==> src/rtl/mem_access_unit.sv <==
// Memory stage: steers stores, extracts and extends loads, rejects illegal or misaligned accesses; watchdog under MEM_TIMEOUT_EN.
// Latency: store accept->DONE 2 cycles, load accept->DONE 3 cycles minimum (plus ready/response wait).
// Backpressure: REQ holds request fields stable until d_req_ready; stall freezes upstream in REQ/WAIT.
module mem_access_unit #(
    parameter int ADDR_WIDTH     = 32,
    parameter int TIMEOUT_CYCLES = 16
) (
    input  logic                  clock,
    input  logic                  reset,
    input  logic                  mem_read,
    input  logic                  mem_write,
    input  logic [2:0]            funct3,
    input  logic [31:0]           ALU_result,
    input  logic [31:0]           store_data,
    output logic [31:0]           load_data,
    output logic                  load_valid,
    output logic                  stall,
    output logic                  misaligned,
    output logic                  bus_error,
    output logic                  d_req_valid,
    input  logic                  d_req_ready,
    output logic                  d_req_we,
    output logic [ADDR_WIDTH-1:0] d_req_addr,
    output logic [31:0]           d_req_wdata,
    output logic [3:0]            d_req_be,
    input  logic                  d_rsp_valid,
    input  logic [31:0]           d_rsp_rdata
);
    typedef enum logic [1:0] {IDLE, REQ, WAIT, DONE} state_t;
    state_t state, state_nxt;

    logic                  req_any, f3_ok, align_ok, illegal, legal;
    logic [ADDR_WIDTH-1:0] addr_q;
    logic [1:0]            off_q;
    logic [2:0]            f3_q;
    logic                  we_q;
    logic [3:0]            be_q, be_nxt;
    logic [31:0]           wdata_q, wdata_nxt;
    logic [31:0]           load_data_q, rsp_shift, rsp_ext;
    logic                  timed_out_q, timeout_hit;

    always_comb begin
        req_any = mem_read | mem_write;
        if (mem_write)
            f3_ok = (funct3 == 3'b000) || (funct3 == 3'b001) || (funct3 == 3'b010);
        else
            f3_ok = (funct3 != 3'b011) && (funct3 != 3'b110) && (funct3 != 3'b111);
        case (funct3[1:0])
            2'b01:   align_ok = ~ALU_result[0];
            2'b10:   align_ok = (ALU_result[1:0] == 2'b00);
            default: align_ok = 1'b1;
        endcase
        illegal = req_any & ((mem_read & mem_write) | ~f3_ok | ~align_ok);
        legal   = req_any & ~illegal;
    end

    always_comb begin
        be_nxt    = 4'b1111;
        wdata_nxt = store_data;
        case (funct3[1:0])
            2'b00: begin
                be_nxt    = 4'b0001 << ALU_result[1:0];
                wdata_nxt = {4{store_data[7:0]}};
            end
            2'b01: begin
                be_nxt    = ALU_result[1] ? 4'b1100 : 4'b0011;
                wdata_nxt = {2{store_data[15:0]}};
            end
            default: begin
                be_nxt    = 4'b1111;
                wdata_nxt = store_data;
            end
        endcase
        if (!mem_write)
            wdata_nxt = '0;
    end

    always_comb begin
        rsp_shift = d_rsp_rdata >> {off_q, 3'b000};
        case (f3_q)
            3'b000:  rsp_ext = {{24{rsp_shift[7]}}, rsp_shift[7:0]};
            3'b001:  rsp_ext = {{16{rsp_shift[15]}}, rsp_shift[15:0]};
            3'b100:  rsp_ext = {24'b0, rsp_shift[7:0]};
            3'b101:  rsp_ext = {16'b0, rsp_shift[15:0]};
            default: rsp_ext = rsp_shift;
        endcase
    end

`ifdef MEM_TIMEOUT_EN
    logic [7:0] wait_cnt;

    // Held at zero outside WAIT, so it is cleared on every entry to WAIT.
    always_ff @(posedge clock or negedge reset) begin
        if (!reset)
            wait_cnt <= '0;
        else if (state != WAIT)
            wait_cnt <= '0;
        else
            wait_cnt <= wait_cnt + 8'd1;
    end

    assign timeout_hit = (state == WAIT) && !d_rsp_valid &&
                         (wait_cnt == 8'(TIMEOUT_CYCLES - 1));
`else
    assign timeout_hit = 1'b0;
`endif

    always_ff @(posedge clock or negedge reset) begin
        if (!reset)
            state <= IDLE;
        else
            state <= state_nxt;
    end

    always_comb begin
        state_nxt = state;
        case (state)
            IDLE: if (legal) state_nxt = REQ;
            REQ:  if (d_req_ready) state_nxt = we_q ? DONE : WAIT;
            WAIT: if (d_rsp_valid || timeout_hit) state_nxt = DONE;
            DONE: state_nxt = IDLE;
            default: state_nxt = IDLE;
        endcase
    end

    always_ff @(posedge clock or negedge reset) begin
        if (!reset) begin
            addr_q      <= '0;
            off_q       <= '0;
            f3_q        <= '0;
            we_q        <= 1'b0;
            be_q        <= '0;
            wdata_q     <= '0;
            load_data_q <= '0;
            timed_out_q <= 1'b0;
        end else begin
            if (state == IDLE && legal) begin
                addr_q      <= {ALU_result[ADDR_WIDTH-1:2], 2'b00};
                off_q       <= ALU_result[1:0];
                f3_q        <= funct3;
                we_q        <= mem_write;
                be_q        <= be_nxt;
                wdata_q     <= wdata_nxt;
                timed_out_q <= 1'b0;
            end
            if (state == WAIT && d_rsp_valid) begin
                load_data_q <= rsp_ext;
            end else if (timeout_hit) begin
                load_data_q <= '0;
                timed_out_q <= 1'b1;
            end
        end
    end

    // IDLE-state outputs depend on live inputs, so gate them with reset to keep all outputs low in reset.
    always_comb begin
        stall       = 1'b0;
        misaligned  = 1'b0;
        load_valid  = 1'b0;
        bus_error   = 1'b0;
        d_req_valid = 1'b0;
        case (state)
            IDLE: begin
                stall      = reset & legal;
                misaligned = reset & illegal;
            end
            REQ: begin
                stall       = 1'b1;
                d_req_valid = 1'b1;
            end
            WAIT: stall = 1'b1;
            DONE: begin
                load_valid = ~we_q;
                bus_error  = timed_out_q;
            end
            default: stall = 1'b0;
        endcase
    end

    assign d_req_we    = we_q;
    assign d_req_addr  = addr_q;
    assign d_req_be    = be_q;
    assign d_req_wdata = wdata_q;
    assign load_data   = load_data_q;
endmodule

==> config.mk <==
export PLATFORM = sky130hd
export DESIGN_NAME = mem_access_unit
export DESIGN_NICKNAME = d
export VERILOG_FILES = /design/src/rtl/mem_access_unit.sv
export SDC_FILE = /design/constraint.sdc
export NUM_CORES = 1
export LEC_CHECK = 0
export CORE_AREA = 2 2 147 149
export CTS_BUF_LIST = sky130_fd_sc_hd__clkbuf_4 sky130_fd_sc_hd__clkbuf_8
export DETAILED_ROUTE_END_ITERATION = 10
export DIE_AREA = 0 0 149 151
export GPL_ROUTABILITY_DRIVEN = 0
export HOLD_SLACK_MARGIN = 0.05
export PLACE_DENSITY = 0.6
export SYNTH_ARGS = -nofsm -noshare
export SYNTH_HDL_FRONTEND = slang
export SYNTH_SLANG_ARGS = --single-unit
==> constraint.sdc <==
create_clock -name clock -period 2.8 [get_ports clock]
set_input_delay 0.7 -clock clock [delete_from_list [all_inputs] [get_ports clock]]
set_output_delay 0.7 -clock clock [all_outputs]
set_load 0.02 [all_outputs]
==> impl_metrics.py, run 1 <==
metrics = {
    "detailed_routing": {
        "vias": 4871,
        "wirelength_mm": 17.3,
        "drtIter0Drc": 160,
        "final_antenna_net_count": 0,
        "dr.pass1.iters": 4,
        "wl_per_cell_um": 16.0,
        "avgViaCountPerCell": 4.51,
        "remaining_drc_errors": 0,
    },
    "yosys": {
        "synth_top_area_share_pct": 51.8,
        "ys_types": 42,
        "synth_area_leaders": "dfrtp_1 (52%), nand2_1 (15%), mux2i_1 (3.9%)",
        "yosysTopAreaCell": "dfrtp_1",
        "syn_area_per_cell_um2": 8.84,
        "ys_warn_count": 0,
        "synth-main-ff-cell": "dfrtp_1",
        "synth_seq_cells": 106,
        "ys_seq_area_share_pct": 51.8,
        "synthesis.area_um2": 5120,
        "synth_edf_count": 0,
        "synthCells": 579,
        "async_flop_share_pct": 100,
    },
    "timing": {
        "max_freq_mhz": 364,
        "setup_tns_ns": 0,
        "slew_headroom_pct": 57.3,
        "setup_viol": 0,
        "maxSlewViolCount": 0,
        "hold_viol_final": 0,
        "skew_ns": 0.0166,
        "finalCritPeriodShare_pct": 98.2,
        "rsz0062_at_grt": "true",
        "worst_pin_slew_ns": 0.641,
        "layout_min_cycle_time_ns": 2.75,
    },
    "floorplan": {
        "fp.dieH_um": 151,
        "fp.coreArea_um2": 20800,
        "ios": 211,
        "die_w_um": 149,
        "initial_core_util_pct": 24.6,
        "die_area_um2": 22500,
        "rows": 53,
    },
    "cts": {
        "cts_hold_buffers": 0,
        "clk_pin_slew_ns": 0.10,
        "cts_sinks": 106,
        "clk_path_buf_depth": 2,
        "root_buffer": "clkbuf_8",
        "htree_levels": 3,
        "cts_inserted_buffers": 9,
        "insertion_delay_ns": 0.39,
        "cts_tree": "yes",
    },
    "critical_path": {
        "cp.arrival_ns": 2.05,
        "cpMostUsedCell": "buf_6",
        "cp-end-kind": "primary output",
        "crit_chain": "buf_6 > buf_6 > ha_4 > or3_4 > a31oi_4 > nor2_2 > a31oi_1 > nor2_1 > buf_4",
        "crit_type": "input pin to primary output",
        "cp_data_required_time_ns": 2.10,
        "start_kind": "input pin",
        "max_stage_delay_ns": 0.38,
        "path_max_fanout": 2,
        "cp_slowest_cell": "or3_4",
    },
    "pwr": {
        "power-per-cell-area_nw_per_um2": 984,
        "p_leak_nw": 3.56,
        "power_mw": 7.88,
        "vdd.ir_drop.worst_v": 0.000385,
    },
    "global_routing": {
        "antenna_found_initial": 1,
        "grt_pass1_vias": 4833,
        "overflow": 0,
        "grt_first_pass_wirelength_mm": 27.1,
        "gr-usage-all-layers_pct": 15.5,
        "grt_max_degree": 107,
    },
    "finish": {
        "layout.nets": 915,
        "antenna_cells": 0,
        "fillers": 2116,
        "post-route-util_pct": 38.4,
        "area_growth_pct": 56.4,
        "instances_no_fill": 1080,
        "multiInputGateArea_um2": 2320,
        "drive_above_1_share_pct": 10.6,
        "seq_area_um2": 2650,
    },
    "place": {
        "portBuffers": 207,
        "place_hpwl_mm": 12.7,
        "placed_cells": 1063,
    },
    "run_status": {
        "status": "complete, no violations",
    },
    "run": {
        "cap_violations": 0,
    },
    "min_path": {
        "hold_class": "input pin to asynchronous set/reset pin",
    },
}
[critical path, delay by kind of cell]
kind,cells,cell delay [ns]
adders and majority gates,1,0.14
and+or+nand+nor,3,0.49
AOI/OAI and AO/OA,2,0.36
buffers and inverters,3,0.36
[cell usage in the layout, fill, tap and decap left out, types with 2 or more instances in the layout]
cell / synthesis / final
clkinvlp_4: 0 / 2
a21oi_1: 24 / 24
buf_6: 3 / 3
buf_12: 0 / 7
o2111ai_1: 7 / 7
dfrtp_1: 106 / 106
conb_1: 1 / 3
ha_1: 10 / 7
nand2b_1: 4 / 4
buf_4: 3 / 34
clkdlybuf4s50_1: 0 / 202
inv_8: 0 / 2
mux2_2: 8 / 8
o211ai_1: 7 / 7
o22a_1: 8 / 8
or2_2: 2 / 2
nand2_1: 205 / 205
nor2_1: 41 / 39
a31oi_1: 5 / 4
clkbuf_8: 0 / 9
inv_1: 9 / 7
nor2b_1: 4 / 3
o22ai_1: 2 / 2
a22oi_1: 7 / 7
o31ai_1: 3 / 3
mux2i_1: 20 / 20
nor2_2: 0 / 2
and3_1: 6 / 5
o21ai_0: 36 / 36
ha_4: 0 / 3
nand3_1: 9 / 8
[where the power goes]
| group | leakage [nW] | total (mW) | internal (mW) | switching, mW |
|---|---|---|---|---|
| clock | 0.0926 | 0.952 | 0.348 | 0.603 |
| combinational | 2.15 | 4.29 | 2.00 | 2.30 |
| sequential | 1.32 | 2.63 | 2.23 | 0.407 |
| total | 3.56 | 7.88 | 4.57 | 3.31 |
[metrics by stage]
stage | area, µm² | setup WS (ns) | hold WS (ns)
floorplan | 5120 | 0.188 | 0.404
global placement | 7730 | -0.865 | 0.451
detailed placement | 7730 | -0.877 | 0.456
CTS | 7950 | 0.0414 | 0.469
global route | 8000 | -0.0256 | 0.497
finish | 8000 | 0.0500 | 0.408
[flip-flops by register name (all words and copies together) (netlist names)]
name         flops
f3_q             3
off_q            2
d_req_addr      30
d_req_wdata     32
d_req_be         4
load_data       32
d_req_we         1
state            2
[cell families (layout without fill, tap and decap cells)]
| family | after synthesis | after routing | synth area share (%) |
|---|---|---|---|
| other | 1 | 3 | 0.0733 |
| AND/OR/NAND/NOR | 276 | 276 | 21.6 |
| flip-flops | 106 | 106 | 51.8 |
| buffers and inverters | 48 | 272 | 4.55 |
| adder cells (fa/ha/maj) | 10 | 10 | 2.44 |
| multiplexers | 29 | 29 | 5.89 |
| AO/OA/AOI/OAI | 109 | 109 | 13.6 |
[Yosys cell counts, types with 5 or more instances]
cell type  count
nand2_1      205
dfrtp_1      106
nor2_1        41
o21ai_0       36
a21oi_1       24
mux2i_1       20
buf_2         15
clkbuf_1      15
ha_1          10
inv_1          9
nand3_1        9
mux2_2         8
o22a_1         8
a22oi_1        7
o2111ai_1      7
o211ai_1       7
and3_1         6
a31oi_1        5
[final cells by class]
cell class | instances | area share (%)
Timing Repair Buffer | 247 | 30.7
Tap cell | 275 | 4.30
Inverter | 9 | 0.453
Clock inverter | 7 | 0.891
Clock buffer | 9 | 1.55
Multi-Input combinational cell | 427 | 29.0
Sequential cell | 106 | 33.1
[worst paths after layout]
kind	start	end	slack, ns	cells after the start
hold reg to reg	d_req_wdata[7]	d_req_wdata[7]	0.48	2
hold / removal	reset	d_req_addr[8]	0.41	2
setup reg to reg	off_q[1]	load_data[23]	0.83	6
max in group asynchronous	reset	load_data[15]	1.87	2
setup / recovery	funct3[0]	stall	0.05	9
min in group clock	d_req_wdata[7]	d_req_wdata[7]	0.48	2
[timing repair]
action / in CTS / in global routing
gates resized for setup: 29 / 8
pin swaps: 5 / 7
setup endpoints to repair: 2 / 1
buffers inserted: 0 / 1
[layer usage]
metal | track usage, % | up-vias | share of wire (%)
li1 | - | 2377 | -
met1 | 19.4 | 2278 | 42
met2 | 25.6 | 200 | 47
met3 | 5.87 | 14 | 9.9
met4 | 3.38 | 2 | 0.97
met5 | 0 | - | 0.075
Power figures use the tool's default switching activity.
==> run 2, diff against run 1 <==
MAX_ROUTING_LAYER = met4   (was not set)
==> run 2 against run 1 <==
Effect of this change: clock power is 0.5% higher; global-route usage is 0.45 points higher; sequential share of layout area hardly changed; register-to-register slack worse by 0.06 ns; worst hold slack better by 0.043 ns; power hardly changed; first-iteration DRC count is 19% higher; maximum frequency stayed put; die area stayed put; clock-buffer cell count stayed put; final cell count hardly changed; critical endpoint unchanged; largest power group unchanged; highest routed layer is now met4.
==> impl_metrics.py, run 2 (synthesis results as in run 1) <==
metrics = {
    "cts": {
        "cts_sinks": 106,
        "cts_tree": "yes",
        "clk_path_buf_depth": 2,
        "insertion_delay_ns": 0.39,
        "htree_levels": 3,
        "cts_inserted_buffers": 9,
        "cts_hold_buffers": 0,
        "root_buffer": "clkbuf_8",
        "clk_pin_slew_ns": 0.11,
    },
    "floorplan": {
        "die_area_um2": 22500,
        "ios": 211,
        "rows": 53,
        "die_w_um": 149,
        "fp.coreArea_um2": 20800,
        "initial_core_util_pct": 24.6,
        "fp.dieH_um": 151,
    },
    "detailed_routing": {
        "drtIter0Drc": 190,
        "remaining_drc_errors": 0,
        "avgViaCountPerCell": 4.52,
        "wl_per_cell_um": 16.1,
        "vias": 4882,
        "final_antenna_net_count": 0,
        "wirelength_mm": 17.4,
        "dr.pass1.iters": 4,
    },
    "critical_path": {
        "cp_data_required_time_ns": 2.10,
        "cp.arrival_ns": 2.05,
        "r2r_start": "off_q[1]",
        "path_max_fanout": 2,
        "crit_type": "input pin to primary output",
        "crit_path_start": "funct3[0]",
        "cp-end-kind": "primary output",
        "start_kind": "input pin",
    },
    "timing": {
        "rsz0062_at_grt": "true",
        "slew_headroom_pct": 59.9,
        "maxSlewViolCount": 0,
        "hold_viol_final": 0,
        "holdWs_ns": 0.451,
        "skew_ns": 0.0161,
        "setup_viol": 0,
        "max_freq_mhz": 364,
        "worst_pin_slew_ns": 0.601,
        "layout_min_cycle_time_ns": 2.75,
        "setup_tns_ns": 0,
        "finalCritPeriodShare_pct": 98.2,
    },
    "global_routing": {
        "gr-usage-all-layers_pct": 16.0,
        "antenna_found_initial": 1,
        "overflow": 0,
        "grt_pass1_vias": 4864,
        "grt_max_degree": 107,
        "grt_first_pass_wirelength_mm": 27.0,
    },
    "place": {
        "place_hpwl_mm": 12.7,
        "portBuffers": 207,
    },
    "finish": {
        "layout.nets": 915,
        "post-route-util_pct": 38.4,
        "multiInputGateArea_um2": 2320,
        "fillers": 2118,
        "layout_commonest_cell": "nand2_1",
        "seq_area_um2": 2650,
        "drive_above_1_share_pct": 10.6,
        "area_growth_pct": 56.4,
        "final_cell_mix": "nand2_1 (205), clkdlybuf4s50_1 (202), dfrtp_1 (106), nor2_1 (39), o21ai_0 (36)",
    },
    "run": {
        "cap_violations": 0,
    },
    "pwr": {
        "vdd.ir_drop.worst_v": 0.000384,
        "power_mw": 7.89,
        "power-per-cell-area_nw_per_um2": 985,
        "p_leak_nw": 3.56,
    },
    "min_path": {
        "hold_class": "input pin to asynchronous set/reset pin",
    },
    "run_status": {
        "status": "complete, no violations",
    },
}
[run 2: cell types whose count changed in the layout (fill, tap and decap cells not counted)]
cell	previous run	this run
diode_2	0	1
[run 2: path summary, 6_finish.rpt]
check,slack (ns),to,cells after the start
setup / recovery,0.05,stall,9
hold / removal,0.45,load_data[14],2
setup reg to reg,0.77,load_data[23],6
hold reg to reg,0.48,d_req_wdata[7],2
max in group asynchronous,1.91,d_req_wdata[15],2
min in group clock,0.48,d_req_wdata[7],2
[run 2: per-stage QoR]
stage	setup WS [ns]	cell area, µm²	std cells
after floorplan	0.188	5120	581
after global placement	-0.865	7730	1063
after detailed placement	-0.877	7730	1063
after CTS	0.0414	7950	1079
after global routing	-0.0256	8010	1081
final	0.0500	8010	1081
[run 2: metal layers]
layer / up-vias / wire (µm) / GRT usage [%] / share of wire [%]
met1: 2309 / 7630 / 20.1 / 44
li1: 2380 / - / - / -
met4: 0 / 167 / 3.38 / 0.96
met3: 13 / 1450 / 4.91 / 8.4
met5: - / 0 / - / 0
met2: 180 / 8110 / 25.5 / 47
[run 2: worst max-delay path: stages]
cell	delay (ns)
buf_6	0.10
buf_6	0.11
ha_4	0.14
or3_4	0.38
a31oi_4	0.20
nor2_2	0.06
a31oi_1	0.16
nor2_1	0.05
buf_4	0.15
[run 2: what timing repair did]
action | 4_1_cts | 5_1_grt
gates cloned | 0 | 0
pin swaps | 5 | 7
setup buffers | 0 | 1
gates resized for setup | 29 | 8
setup endpoints to repair | 2 | 1
[run 2: cell type report]
class / instances / area share (%)
sequential: 106 / 33.1
timing repair buffer: 247 / 30.7
multi-input combinational: 427 / 29.0
tap: 275 / 4.30
clock buffer: 9 / 1.55
clock inverter: 7 / 0.891
inverter: 9 / 0.453
antenna: 1 / 0.0313
[run 2: power breakdown]
group	leakage [nW]	switching (mW)	internal, mW
clock network	0.0927	0.609	0.349
logic	2.15	2.30	2.00
registers	1.32	0.405	2.23
